`src/rtl/keypad_pkg.sv`:
```
// Shared types and helpers for the parametrised keypad scanner.
package keypad_pkg;

  typedef enum logic [1:0] {SCAN, CONFIRM, HELD, RELEASE} state_t;

  // Column vectors are zero-extended to this width before decoding.
  localparam int unsigned MAX_COLS = 8;

  function automatic logic [2:0] onehot_to_index(input logic [MAX_COLS-1:0] vec);
    logic [2:0] idx;
    idx = '0;
    for (int i = 0; i < MAX_COLS; i++) begin
      if (vec[i]) idx = 3'(i);
    end
    return idx;
  endfunction

  function automatic logic popcount_gt1(input logic [MAX_COLS-1:0] vec);
    return (vec & (vec - 8'd1)) != '0;
  endfunction

endpackage

```
`src/rtl/keypad_scanner_param_if.sv`:
```
// Key delivery channel: code plus valid/ready handshake.
interface keypad_scanner_param_if #(
    parameter int unsigned CODE_W = 4
);
    logic [CODE_W-1:0] key_code;
    logic              key_valid;
    logic              key_ready;

    modport master (output key_code, output key_valid, input key_ready);
    modport slave  (input key_code, input key_valid, output key_ready);
endinterface

```
`src/rtl/tick_divider.sv`:
```
// Free-running divider producing a one-clk tick every DIV cycles.
module tick_divider #(
    parameter int unsigned DIV = 65536
) (
    input  logic clk,
    input  logic reset,
    output logic tick
);
    localparam int unsigned CNT_W = $clog2(DIV);

    logic [CNT_W-1:0] cnt_q;

    assign tick = (cnt_q == CNT_W'(DIV - 1));

    always_ff @(posedge clk or posedge reset) begin
        if (reset) begin
            cnt_q <= '0;
        end else if (tick) begin
            cnt_q <= '0;
        end else begin
            cnt_q <= cnt_q + CNT_W'(1);
        end
    end
endmodule

```
`src/rtl/keypad_scanner_param.sv`:
```
// Row-scanning keypad front end with press/release debounce and a
// one-shot valid/ready key channel.
module keypad_scanner_param import keypad_pkg::*; #(
    parameter int unsigned NUM_ROWS       = 4,
    parameter int unsigned NUM_COLS       = 4,
    parameter int unsigned SCAN_DIV       = 65536,
    parameter int unsigned DEBOUNCE_TICKS = 8
) (
    input  logic                clk,
    input  logic                reset,
    input  logic [NUM_COLS-1:0] col_n,
    output logic [NUM_ROWS-1:0] row_n,
    output logic                key_held,
    output logic                multi_key,
    output logic                overrun,
    keypad_scanner_param_if.master key_if
);
    localparam int unsigned CODE_W = $clog2(NUM_ROWS * NUM_COLS);
    localparam int unsigned ROW_W  = (NUM_ROWS > 1) ? $clog2(NUM_ROWS) : 1;
    localparam logic [7:0]  DEB    = 8'(DEBOUNCE_TICKS);
    localparam logic [ROW_W-1:0] LAST_ROW = ROW_W'(NUM_ROWS - 1);

    logic                tick;
    logic [NUM_COLS-1:0] col_meta_q, col_sync_q;
    logic [MAX_COLS-1:0] low;
    logic                hit, multi, idle;
    logic [2:0]          hit_idx;

    state_t              state_q, state_d;
    logic [ROW_W-1:0]    row_q, row_d, row_next;
    logic [7:0]          cnt_q, cnt_d;
    logic [2:0]          cand_q, cand_d;
    logic                accept, xfer;
    logic [CODE_W-1:0]   key_code_q, key_code_d, new_code;
    logic                key_valid_q, key_valid_d;
    logic                overrun_q, overrun_d;

    tick_divider #(.DIV(SCAN_DIV)) u_tick (
        .clk   (clk),
        .reset (reset),
        .tick  (tick)
    );

    always_comb begin
        low = '0;
        low[NUM_COLS-1:0] = ~col_sync_q;
        multi    = popcount_gt1(low);
        idle     = (low == '0);
        hit      = !idle && !multi;
        hit_idx  = onehot_to_index(low);
        row_next = (row_q == LAST_ROW) ? '0 : row_q + ROW_W'(1);
    end

    always_ff @(posedge clk or posedge reset) begin
        if (reset) begin
            col_meta_q  <= '1;
            col_sync_q  <= '1;
            state_q     <= SCAN;
            row_q       <= '0;
            cnt_q       <= '0;
            cand_q      <= '0;
            key_code_q  <= '0;
            key_valid_q <= 1'b0;
            overrun_q   <= 1'b0;
        end else begin
            col_meta_q  <= col_n;
            col_sync_q  <= col_meta_q;
            state_q     <= state_d;
            row_q       <= row_d;
            cnt_q       <= cnt_d;
            cand_q      <= cand_d;
            key_code_q  <= key_code_d;
            key_valid_q <= key_valid_d;
            overrun_q   <= overrun_d;
        end
    end

    // Scan/debounce decisions happen only on tick; between ticks everything holds.
    always_comb begin
        state_d = state_q;
        row_d   = row_q;
        cnt_d   = cnt_q;
        cand_d  = cand_q;
        accept  = 1'b0;
        if (tick) begin
            unique case (state_q)
                SCAN: begin
                    if (hit) begin
                        cand_d = hit_idx;
                        cnt_d  = 8'd1;
                        if (DEB == 8'd1) begin
                            accept  = 1'b1;
                            state_d = HELD;
                        end else begin
                            state_d = CONFIRM;
                        end
                    end else begin
                        row_d = row_next;
                    end
                end
                CONFIRM: begin
                    if (hit && (hit_idx == cand_q)) begin
                        cnt_d = cnt_q + 8'd1;
                        if (cnt_d == DEB) begin
                            accept  = 1'b1;
                            state_d = HELD;
                        end
                    end else begin
                        state_d = SCAN;
                        row_d   = row_next;
                    end
                end
                HELD: begin
                    if (idle) begin
                        cnt_d = 8'd1;
                        if (DEB == 8'd1) begin
                            state_d = SCAN;
                            row_d   = row_next;
                        end else begin
                            state_d = RELEASE;
                        end
                    end
                end
                RELEASE: begin
                    if (idle) begin
                        cnt_d = cnt_q + 8'd1;
                        if (cnt_d == DEB) begin
                            state_d = SCAN;
                            row_d   = row_next;
                        end
                    end else begin
                        state_d = HELD;
                    end
                end
                default: state_d = SCAN;
            endcase
        end
    end

    // A press landing on a still-full slot keeps the old code and flags overrun.
    always_comb begin
        new_code    = CODE_W'(row_q) * CODE_W'(NUM_COLS) + CODE_W'(cand_d);
        key_code_d  = key_code_q;
        key_valid_d = key_valid_q;
        overrun_d   = overrun_q;
        xfer        = key_valid_q && key_if.key_ready;
        if (xfer) key_valid_d = 1'b0;
        if (accept) begin
            if (!key_valid_q || xfer) begin
                key_code_d  = new_code;
                key_valid_d = 1'b1;
            end else begin
                overrun_d = 1'b1;
            end
        end
    end

    always_comb begin
        row_n            = ~(NUM_ROWS'(1) << row_q);
        key_held         = (state_q == HELD) || (state_q == RELEASE);
        multi_key        = tick && (state_q == SCAN) && multi;
        overrun          = overrun_q;
        key_if.key_code  = key_code_q;
        key_if.key_valid = key_valid_q;
    end
endmodule

```
`src/flat_wrapper.sv`:
```
// flat-port wrapper written by rule: the top's interface ports become plain ports
module keypad_scanner_param_flat import keypad_pkg::*;
#(
    parameter int unsigned NUM_ROWS       = 4,
    parameter int unsigned NUM_COLS       = 4,
    parameter int unsigned SCAN_DIV       = 65536,
    parameter int unsigned DEBOUNCE_TICKS = 8
)
  (clk, reset, col_n, row_n, key_held, multi_key, overrun, key_if_key_code, key_if_key_valid, key_if_key_ready);
  keypad_scanner_param_if #(.CODE_W(4)) key_if_i ();
  input  logic clk;
  input  logic reset;
  input  logic [NUM_COLS-1:0] col_n;
  output logic [NUM_ROWS-1:0] row_n;
  output logic key_held;
  output logic multi_key;
  output logic overrun;
  output wire logic [$bits(key_if_i.key_code)-1:0] key_if_key_code;
  output wire logic [$bits(key_if_i.key_valid)-1:0] key_if_key_valid;
  input wire logic [$bits(key_if_i.key_ready)-1:0] key_if_key_ready;
  assign key_if_key_code = key_if_i.key_code;
  assign key_if_key_valid = key_if_i.key_valid;
  assign key_if_i.key_ready = key_if_key_ready;
  keypad_scanner_param #(.NUM_ROWS(NUM_ROWS), .NUM_COLS(NUM_COLS), .SCAN_DIV(SCAN_DIV), .DEBOUNCE_TICKS(DEBOUNCE_TICKS)) u_core (.clk(clk), .reset(reset), .col_n(col_n), .row_n(row_n), .key_held(key_held), .multi_key(multi_key), .overrun(overrun), .key_if(key_if_i));
endmodule
```
`config.mk`:
```
export PLATFORM = sky130hd
export DESIGN_NAME = keypad_scanner_param_flat
export DESIGN_NICKNAME = d
export VERILOG_FILES = /design/src/rtl/keypad_pkg.sv /design/src/rtl/keypad_scanner_param_if.sv /design/src/rtl/tick_divider.sv /design/src/rtl/keypad_scanner_param.sv /design/src/flat_wrapper.sv
export SDC_FILE = /design/constraint.sdc
export NUM_CORES = 1
export LEC_CHECK = 0
export CAP_MARGIN = 0
export CORE_ASPECT_RATIO = 1.25
export CORE_MARGIN = 8
export CORE_UTILIZATION = 45
export CTS_CLUSTER_SIZE = 14
export DETAILED_ROUTE_END_ITERATION = 10
export PLACE_DENSITY = 0.63
export SLEW_MARGIN = 20
export SYNTH_ARGS = -nofsm -noshare
export SYNTH_HDL_FRONTEND = slang
export SYNTH_HIERARCHICAL = 1
export SYNTH_SLANG_ARGS = --single-unit
```
`constraint.sdc`:
```
create_clock -name clk -period 6 [get_ports clk]
set_clock_uncertainty 0.1 [all_clocks]
set_input_delay 1.2 -clock clk [delete_from_list [all_inputs] [get_ports clk]]
set_output_delay 1.2 -clock clk [all_outputs]
set_load 0.02 [all_outputs]
```
* Word level (Yosys, flattened, before mapping)
Cells that the tools add are included.
** Word-level totals
- Register bits :: 45
- Latch bits :: 0
- RAM bits :: 0
- Bits in read-only memories :: 0
- Input bits :: 7
- Output and inout port bits :: 12
- Word-level logic and storage cells :: 87
- Memories :: 0
** Operators by class
- $add $sub $neg :: 5
- Multipliers :: 0
- Div/mod/pow operators :: 0
- $lt $le $gt $ge :: 0
- Equality and inequality tests :: 16
- Shift-type cells :: 1
- Mux-type cells :: 32
- Bitwise gates (word level) :: 4
- Reduce and logical (&&, ||, !) cells :: 19
** Operators by type and width (count)
- 8-bit two-way mux :: 4
- 8-bit case mux with 4 select lines :: 1
- 2-bit two-way mux :: 13
- 16-bit by 1-bit adder with 16-bit output, second input constant :: 1
- 16-bit == test, second input constant :: 1
- 16-bit two-way mux :: 1
- 2-bit by 1-bit inequality test with 1-bit output, second input constant :: 5
- 5-bit AND reduction :: 2
- 3-bit two-way mux :: 3
- 8-bit by 1-bit adder with 8-bit output, second input constant :: 1
- 4-bit by 8-bit AND with 8-bit output :: 1
- 8-bit by 4-bit == test with 1-bit output, second input constant :: 1
- 1-bit two-way mux :: 8
- 4-bit NOT :: 2
- 2-bit case mux with 4 select lines :: 1
- 8-bit nonzero test :: 1
- 2-bit == test, second input constant :: 3
- 3-bit inequality test, second input constant :: 2
- 2-bit case mux with 3 select lines :: 1
- 6-bit AND reduction :: 1
- 1-bit logical AND :: 5
- 4-bit by 1-bit subtractor with 5-bit output, second input constant :: 1
- 4-bit by 3-bit adder with 4-bit output :: 1
- 4-bit zero test :: 1
- other kinds (11) :: 16

* Depth between registers and ports, before layout
Gate-level depths: netlist of the first run.
- Depth in word-level cells :: 11
- Gate-level depth with buffers :: 11
- Depth with buffers taken out :: 10

* Modules after synthesis
The synthesis of the first run kept the hierarchy.
** Modules (own cells, without submodules)
- keypad_scanner_param :: times used 1, cells each 156, area each 1595.3 sq um, seq. area each 735.7 sq um
- tick_divider :: times used 1, cells each 71, area each 753.2 sq um, seq. area each 400.4 sq um

* Least setup slack after synthesis of the first run
Ideal clock, no wire load.
- Path type :: flip-flop to output port
- Start :: reg u_core.u_tick.cnt_q[2]
- End :: out multi_key
- Data arrival time :: 2208 ps
- Data required time :: 4700 ps
- Setup slack :: 2492 ps
- Cell stages (with the launch flop) :: 8
- Path buffers :: 1
- Cells stage by stage :: dfrtp_1 > and4_1 > buf_4 > nand4_4 > nor3_4 > inv_1 > nor3_1 > nor3b_1
** Between the ends
- Cells in the longest elaborated chain, start to end :: 3
** Ends and longest elaborated chain
- start, declared :: line tick_divider.sv:11 : logic [CNT_W-1:0] cnt_q;
- start signal, assigned :: line tick_divider.sv:21 : cnt_q <= cnt_q + CNT_W'(1);
- 16-bit == test :: line tick_divider.sv:13 : assign tick = (cnt_q == CNT_W'(DIV - 1));
- net u_core.tick :: line keypad_scanner_param.sv:23 : logic tick;
- 1-bit logical AND (2 in a row) :: line keypad_scanner_param.sv:161 : multi_key = tick && (state_q == SCAN) && multi;
- end, declared :: line flat_wrapper.sv:16 : output logic multi_key;
The timed path passes the listed nets, and every way through them passes these cells.

* Worst setup path in the final report of the first run
Ends and elaborated chain as after synthesis.

==> flow_metrics.tcl, run 1 <==
set metrics [dict create \
    setup.worst_path.start "u_core/u_tick/cnt_q[2]" \
    max_freq_ghz 0.225 \
    syn_inst 227 \
    setup_viol 0 \
    vias 1695 \
    drive_gt1_share_pct 12.2 \
    synthFlopType "dfrtp_1" \
    hpwl_microns 3110 \
    r2r_start "u_core/u_tick/cnt_q[2]" \
    fin_cells 307 \
    overflow 0 \
    die-height_microns 96.8 \
    core-area_sq_mm 0.00504 \
    cp-start-kind "flop" \
    crit_slowest_cell "clkdlybuf4s50_1" \
    cts_setup_buffers 0 \
    holdCritStartpoint "u_core/col_meta_q[0]" \
    grt_pass1_vias 1573 \
    drt-wirelength-per-cell_microns 14.1 \
    final_max_slew_viol_count 0 \
    leakagePower_nw 1.21 \
    numPortBuffers 18 \
    synth-edff-count 0 \
    crit_buf_inv 2 \
    endpoint_kind "primary output" \
    cts.repair.resized 0 \
    yosys_register_bits 45 \
    syn_avg_cell_area_sq_um 10.3 \
    clkLatencyLatePin_ps 300 \
    finalPower_uw 522 \
    ant_nets 0 \
    nets 258 \
    powerDensity_mw_per_mm2 195 \
    hold_violations 0 \
    finish.instance_area_sq_mm 0.00267 \
    cts_root_buf "clkbuf_8" \
    htreeDepth 2 \
    cp_max_fo 14 \
    drt_iter0_markers 64 \
    critPathTopFamily "simple AND/OR/NAND/NOR gates" \
    status "finished clean" \
    slew_headroom_pct 55.6 \
    netlist_area_sq_mm 0.00235 \
    area_delta_synth_final_pct 13.7 \
    async_flop_share_pct 100 \
    viasPerCell 5.52 \
    critical_path_arrival_ps 3150 \
    yosysWarningCount 6 \
    top_level_ports 19 \
    final_cell_mix "dfrtp_1 (37), nand2_1 (23), clkdlybuf4s50_1 (18), inv_1 (15)" \
    hold_path_class "reg -> reg" \
    drc 0 \
    firstDrtPassIters 4 \
    placedCellCount 299 \
    crit_type "reg -> out" \
    wirelength_microns 4340 \
    synth-seq-area-share_pct 48.4 \
    fin_crit_sh_pct 74.2 \
    cts_made_buffers 5 \
    start_util_pct 46.6 \
    die_area_sq_mm 0.00780 \
    clockBufferDepth 2 \
    grt.total_usage_pct 11.6 \
    ir_worst_vdd_mv 0.136 \
    grt_pass1_wl_microns 7270 \
    cts_hold_buf 0 \
    drv_cap 0 \
    cts.sinks 45 \
    worstPathRequired_ps 4700 \
    syn_nets 241 \
    path_cells "and4_1 -> nand4_4 -> nor3_4 -> inv_1 -> nor3_1 -> nor3b_1 -> clkdlybuf4s50_1" \
    gp_congestion 0.837 \
    ys_types 50 \
    rsz0062_at_grt "no" \
    num_rows 29 \
    layout_commonest_cell "dfrtp_1" \
    fin_crit_ps 4450 \
    grt_max_degree 30 \
    clk_pin_slew_ps 100 \
    setup_tns_ps 0 \
    nFillCells 458 \
    post_dp_cell_area_sq_mm 0.00257 \
    die_w_microns 80.6 \
    max_slew.worst_pin.slew_ps 665 \
    cts_tree "done" \
    crit_path_max_incr_delay_ps 650 \
    grt_antenna_before_repair 0 \
    antenna_cells 0 \
]
## per-layer routing
metal / vias up / global-route usage, % / wire length, microns
met3: 7 / 3.24 / 210
met2: 34 / 18.4 / 2180
li1: 829 / - / -
met4: 0 / 5.20 / 63
met1: 825 / 14.0 / 1890
met5: - / 0 / 0
## final timing paths
path                                             end  slack, ps  cells past startpoint
max                                        multi_key       1550                      7
min                             u_core/col_sync_q[0]        260                      0
max reg2reg                u_core/key_if.key_code[3]       2850                     10
min reg2reg                     u_core/col_sync_q[0]        260                      0
max in group asynchronous    u_core/u_tick/cnt_q[14]       4190                      2
min in group asynchronous    u_core/u_tick/cnt_q[15]       1190                      2
## synthesized netlist by cell type (all sizes together), types with 7 or more instances
master / instances / area share (%)
dfrtp: 37 / 39
nand2: 23 / 3.7
inv: 15 / 2.4
o21ai: 14 / 3.0
nand3: 12 / 2.8
nor2: 11 / 1.8
xor2: 9 / 3.4
dfstp: 8 / 9.0
nor3: 8 / 2.2
ha: 7 / 3.7
mux2: 7 / 4.0
nand4: 7 / 2.5
## sequential cells by signal (all words and copies together) (netlist names), 2 cells and up
name	cells
u_core/u_tick/cnt_q	16
u_core/col_meta_q	4
u_core/col_sync_q	4
u_core/cand_q	3
u_core/key_if.key_code	4
u_core/state_q	2
u_core/row_q	2
u_core/cnt_q	8
## where the power goes
part	internal [mW]	switching, mW	total [mW]
Clock	0.0841	0.109	0.193
Combinational	0.00753	0.00995	0.0175
Sequential	0.308	0.00288	0.311
Total	0.400	0.122	0.522
## through the flow
stage / setup WS, ps / hold WS (ps) / utilization (%)
CTS: 1540 / 262 / 52.9
floorplan: 2490 / 245 / -
finish: 1550 / 261 / 52.9
detailed placement: 1880 / 247 / 51.0
global placement: 1940 / 246 / 51.0
global route: 1310 / 267 / 52.9
## cell families (layout without fill, tap and decap cells)
logic type	after synthesis	in the layout	share of synthesized area, %
buffers and inverters	24	42	4.16
DFF	45	45	48.4
AOI/OAI and AO/OA	34	34	9.80
muxes	11	11	5.70
adders and majority gates	7	7	3.73
xor gates and xnor gates	14	14	5.22
and+or+nand+nor	92	92	23.0
## area by class of cell
type | count | area (sq um) | share of cell area, %
clock inverter | 3 | 25.0 | 0.937
tap | 62 | 77.6 | 2.91
sequential | 45 | 1140 | 42.5
clock buffer | 5 | 68.8 | 2.58
timing repair buffer | 19 | 188 | 7.03
multi-input combinational | 158 | 1120 | 41.9
inverter | 15 | 56.3 | 2.11
Note: power is estimated with default switching activity, not from simulation.
==> run 2: changes to the inputs <==
==> constraint.sdc (replaced) <==
create_clock -name clk -period 4.27 [get_ports clk]
set_clock_uncertainty 0.1 [all_clocks]
set_input_delay 0.854 -clock clk [delete_from_list [all_inputs] [get_ports clk]]
set_output_delay 0.854 -clock clk [all_outputs]
set_load 0.02 [all_outputs]
==> flow_metrics.tcl, run 2 (synthesis results as in run 1) <==
set metrics [dict create \
    status "finished clean" \
    overflow 0 \
    drt-wirelength-per-cell_microns 14.2 \
    endpoint_kind "primary output" \
    grt_pass1_wl_microns 7620 \
    worst-r2r-setup-slack_ps 1470 \
    max_freq_ghz 0.273 \
    fin_crit_sh_pct 85.9 \
    drt_iter0_markers 52 \
    hold_depth 0 \
    worstReg2RegEnd "u_core/key_if.key_code[3]" \
    leakagePower_nw 1.22 \
    ir_worst_vdd_mv 0.218 \
    postLayoutCoreUtil_pct 53.2 \
    area_delta_synth_final_pct 14.2 \
    largestRegisters "u_core/u_tick/cnt_q (16), u_core/cnt_q (8)" \
    crit_slowest_cell "clkdlybuf4s50_1" \
    nets 260 \
    rsz0062_at_grt "no" \
    grt_max_degree 30 \
    regMostFlops "u_core/u_tick/cnt_q" \
    cts_made_buffers 5 \
    clockBufferDepth 2 \
    hold_path_class "reg -> reg" \
    antenna_cells 0 \
    cts.sinks 45 \
    worstPathRequired_ps 3320 \
    max_slew.worst_pin.slew_ps 599 \
    clk_pin_slew_ps 90 \
    start_util_pct 46.6 \
    largest_register_ffs 16 \
    hpwl_microns 3130 \
    top_level_ports 19 \
    drv_cap 0 \
    die_w_microns 80.6 \
    num_rows 29 \
    core-area_sq_mm 0.00504 \
    htreeDepth 2 \
    numPortBuffers 18 \
    ant_nets 0 \
    fin_crit_ps 3670 \
    final_cell_mix "dfrtp_1 (37), nand2_1 (23), clkdlybuf4s50_1 (18), inv_1 (15)" \
    drc 0 \
    clkLatencyLatePin_ps 310 \
    final_max_slew_viol_count 0 \
    grt_antenna_before_repair 0 \
    viasPerCell 5.43 \
    cts.repair.resized 0 \
    die-height_microns 96.8 \
    drive_gt1_share_pct 12.6 \
    grt.total_usage_pct 12.2 \
    r2r_cells 7 \
    min_to "u_core/col_sync_q[1]" \
    cts_tree "done" \
    gp_congestion 0.784 \
    vias 1678 \
    powerDensity_mw_per_mm2 276 \
    holdCritStartpoint "u_core/col_meta_q[1]" \
    grt_pass1_vias 1618 \
    firstDrtPassIters 4 \
    slew_headroom_pct 60.1 \
    crit_type "reg -> out" \
    cp_max_fo 6 \
    cts_hold_buf 0 \
    path_cells "and4_1 -> nand4_4 -> nor3_4 -> inv_1 -> nor3_1 -> nor3b_1 -> clkdlybuf4s50_1" \
    cp-start-kind "flop" \
    cts_setup_buffers 0 \
    wirelength_microns 4370 \
    cts_root_buf "clkbuf_8" \
    setup_viol 0 \
    setup_tns_ps 0 \
    crit_path_max_incr_delay_ps 640 \
    layout_commonest_cell "dfrtp_1" \
    die_area_sq_mm 0.00780 \
    hold_violations 0 \
    r2r_start "u_core/cnt_q[0]" \
    critical_path_arrival_ps 2720 \
]
[run 2: cell count changes in the layout (fill, tap and decap cells not counted), sizes merged]
cell    before  now
buf          1    3
clkinv       1    0
inv         16   17
[run 2: how the worst max path moves through the flow]
stage,startpoint,to,slack [ps]
5_1_grt,u_core/u_tick/cnt_q[2],multi_key,370
3_3_place_gp,u_core/u_tick/cnt_q[2],multi_key,940
6_report,u_core/u_tick/cnt_q[2],multi_key,600
4_1_cts,u_core/u_tick/cnt_q[2],multi_key,570
3_5_place_dp,u_core/u_tick/cnt_q[2],multi_key,930
2_1_floorplan,u_core/u_tick/cnt_q[2],multi_key,1110
[run 2: critical path: cells and delay by family, from the launching register on]
family,cells,cell delay (ps)
buf+inv,2,750
flops,1,420
simple gates,5,1240
[run 2: layer usage]
metal	vias to the layer above	share of wire (%)	track usage, %	wire length, microns
li1	829	-	-	-
met1	813	44	14.9	1900
met2	30	50	19.1	2170
met3	6	4.6	3.24	200
met4	0	2.2	6.04	95
met5	-	0	0	0
[run 2: area by class of cell]
class                           instances  area [sq um]
Timing Repair Buffer                   21           203
Clock buffer                            5          68.8
Inverter                               15          56.3
Fill cell                             452          2360
Multi-Input combinational cell        158          1110
Clock inverter                          3          25.0
Sequential cell                        45          1140
Tap cell                               62          77.6
[run 2: report_power, final]
group | switching, mW | internal, mW
clock | 0.159 | 0.119
sequential | 0.00404 | 0.433
combinational | 0.0138 | 0.0106
total | 0.177 | 0.563
[run 2: through the flow]
| step | total power [mW] | cells | hold slack, ps | setup WS, ps | cell area [sq um] |
|---|---|---|---|---|---|
| 3_5_place_dp | 0.470 | 301 | 248 | 935 | 2590 |
| 6_report | 0.739 | 309 | 260 | 601 | 2680 |
| 4_1_cts | 0.752 | 309 | 262 | 575 | 2680 |
| 2_1_floorplan | 0.459 | 227 | 245 | 1110 | 2350 |
| 3_3_place_gp | 0.470 | 301 | 246 | 941 | 2590 |
| 5_1_grt | 0.775 | 309 | 265 | 371 | 2680 |
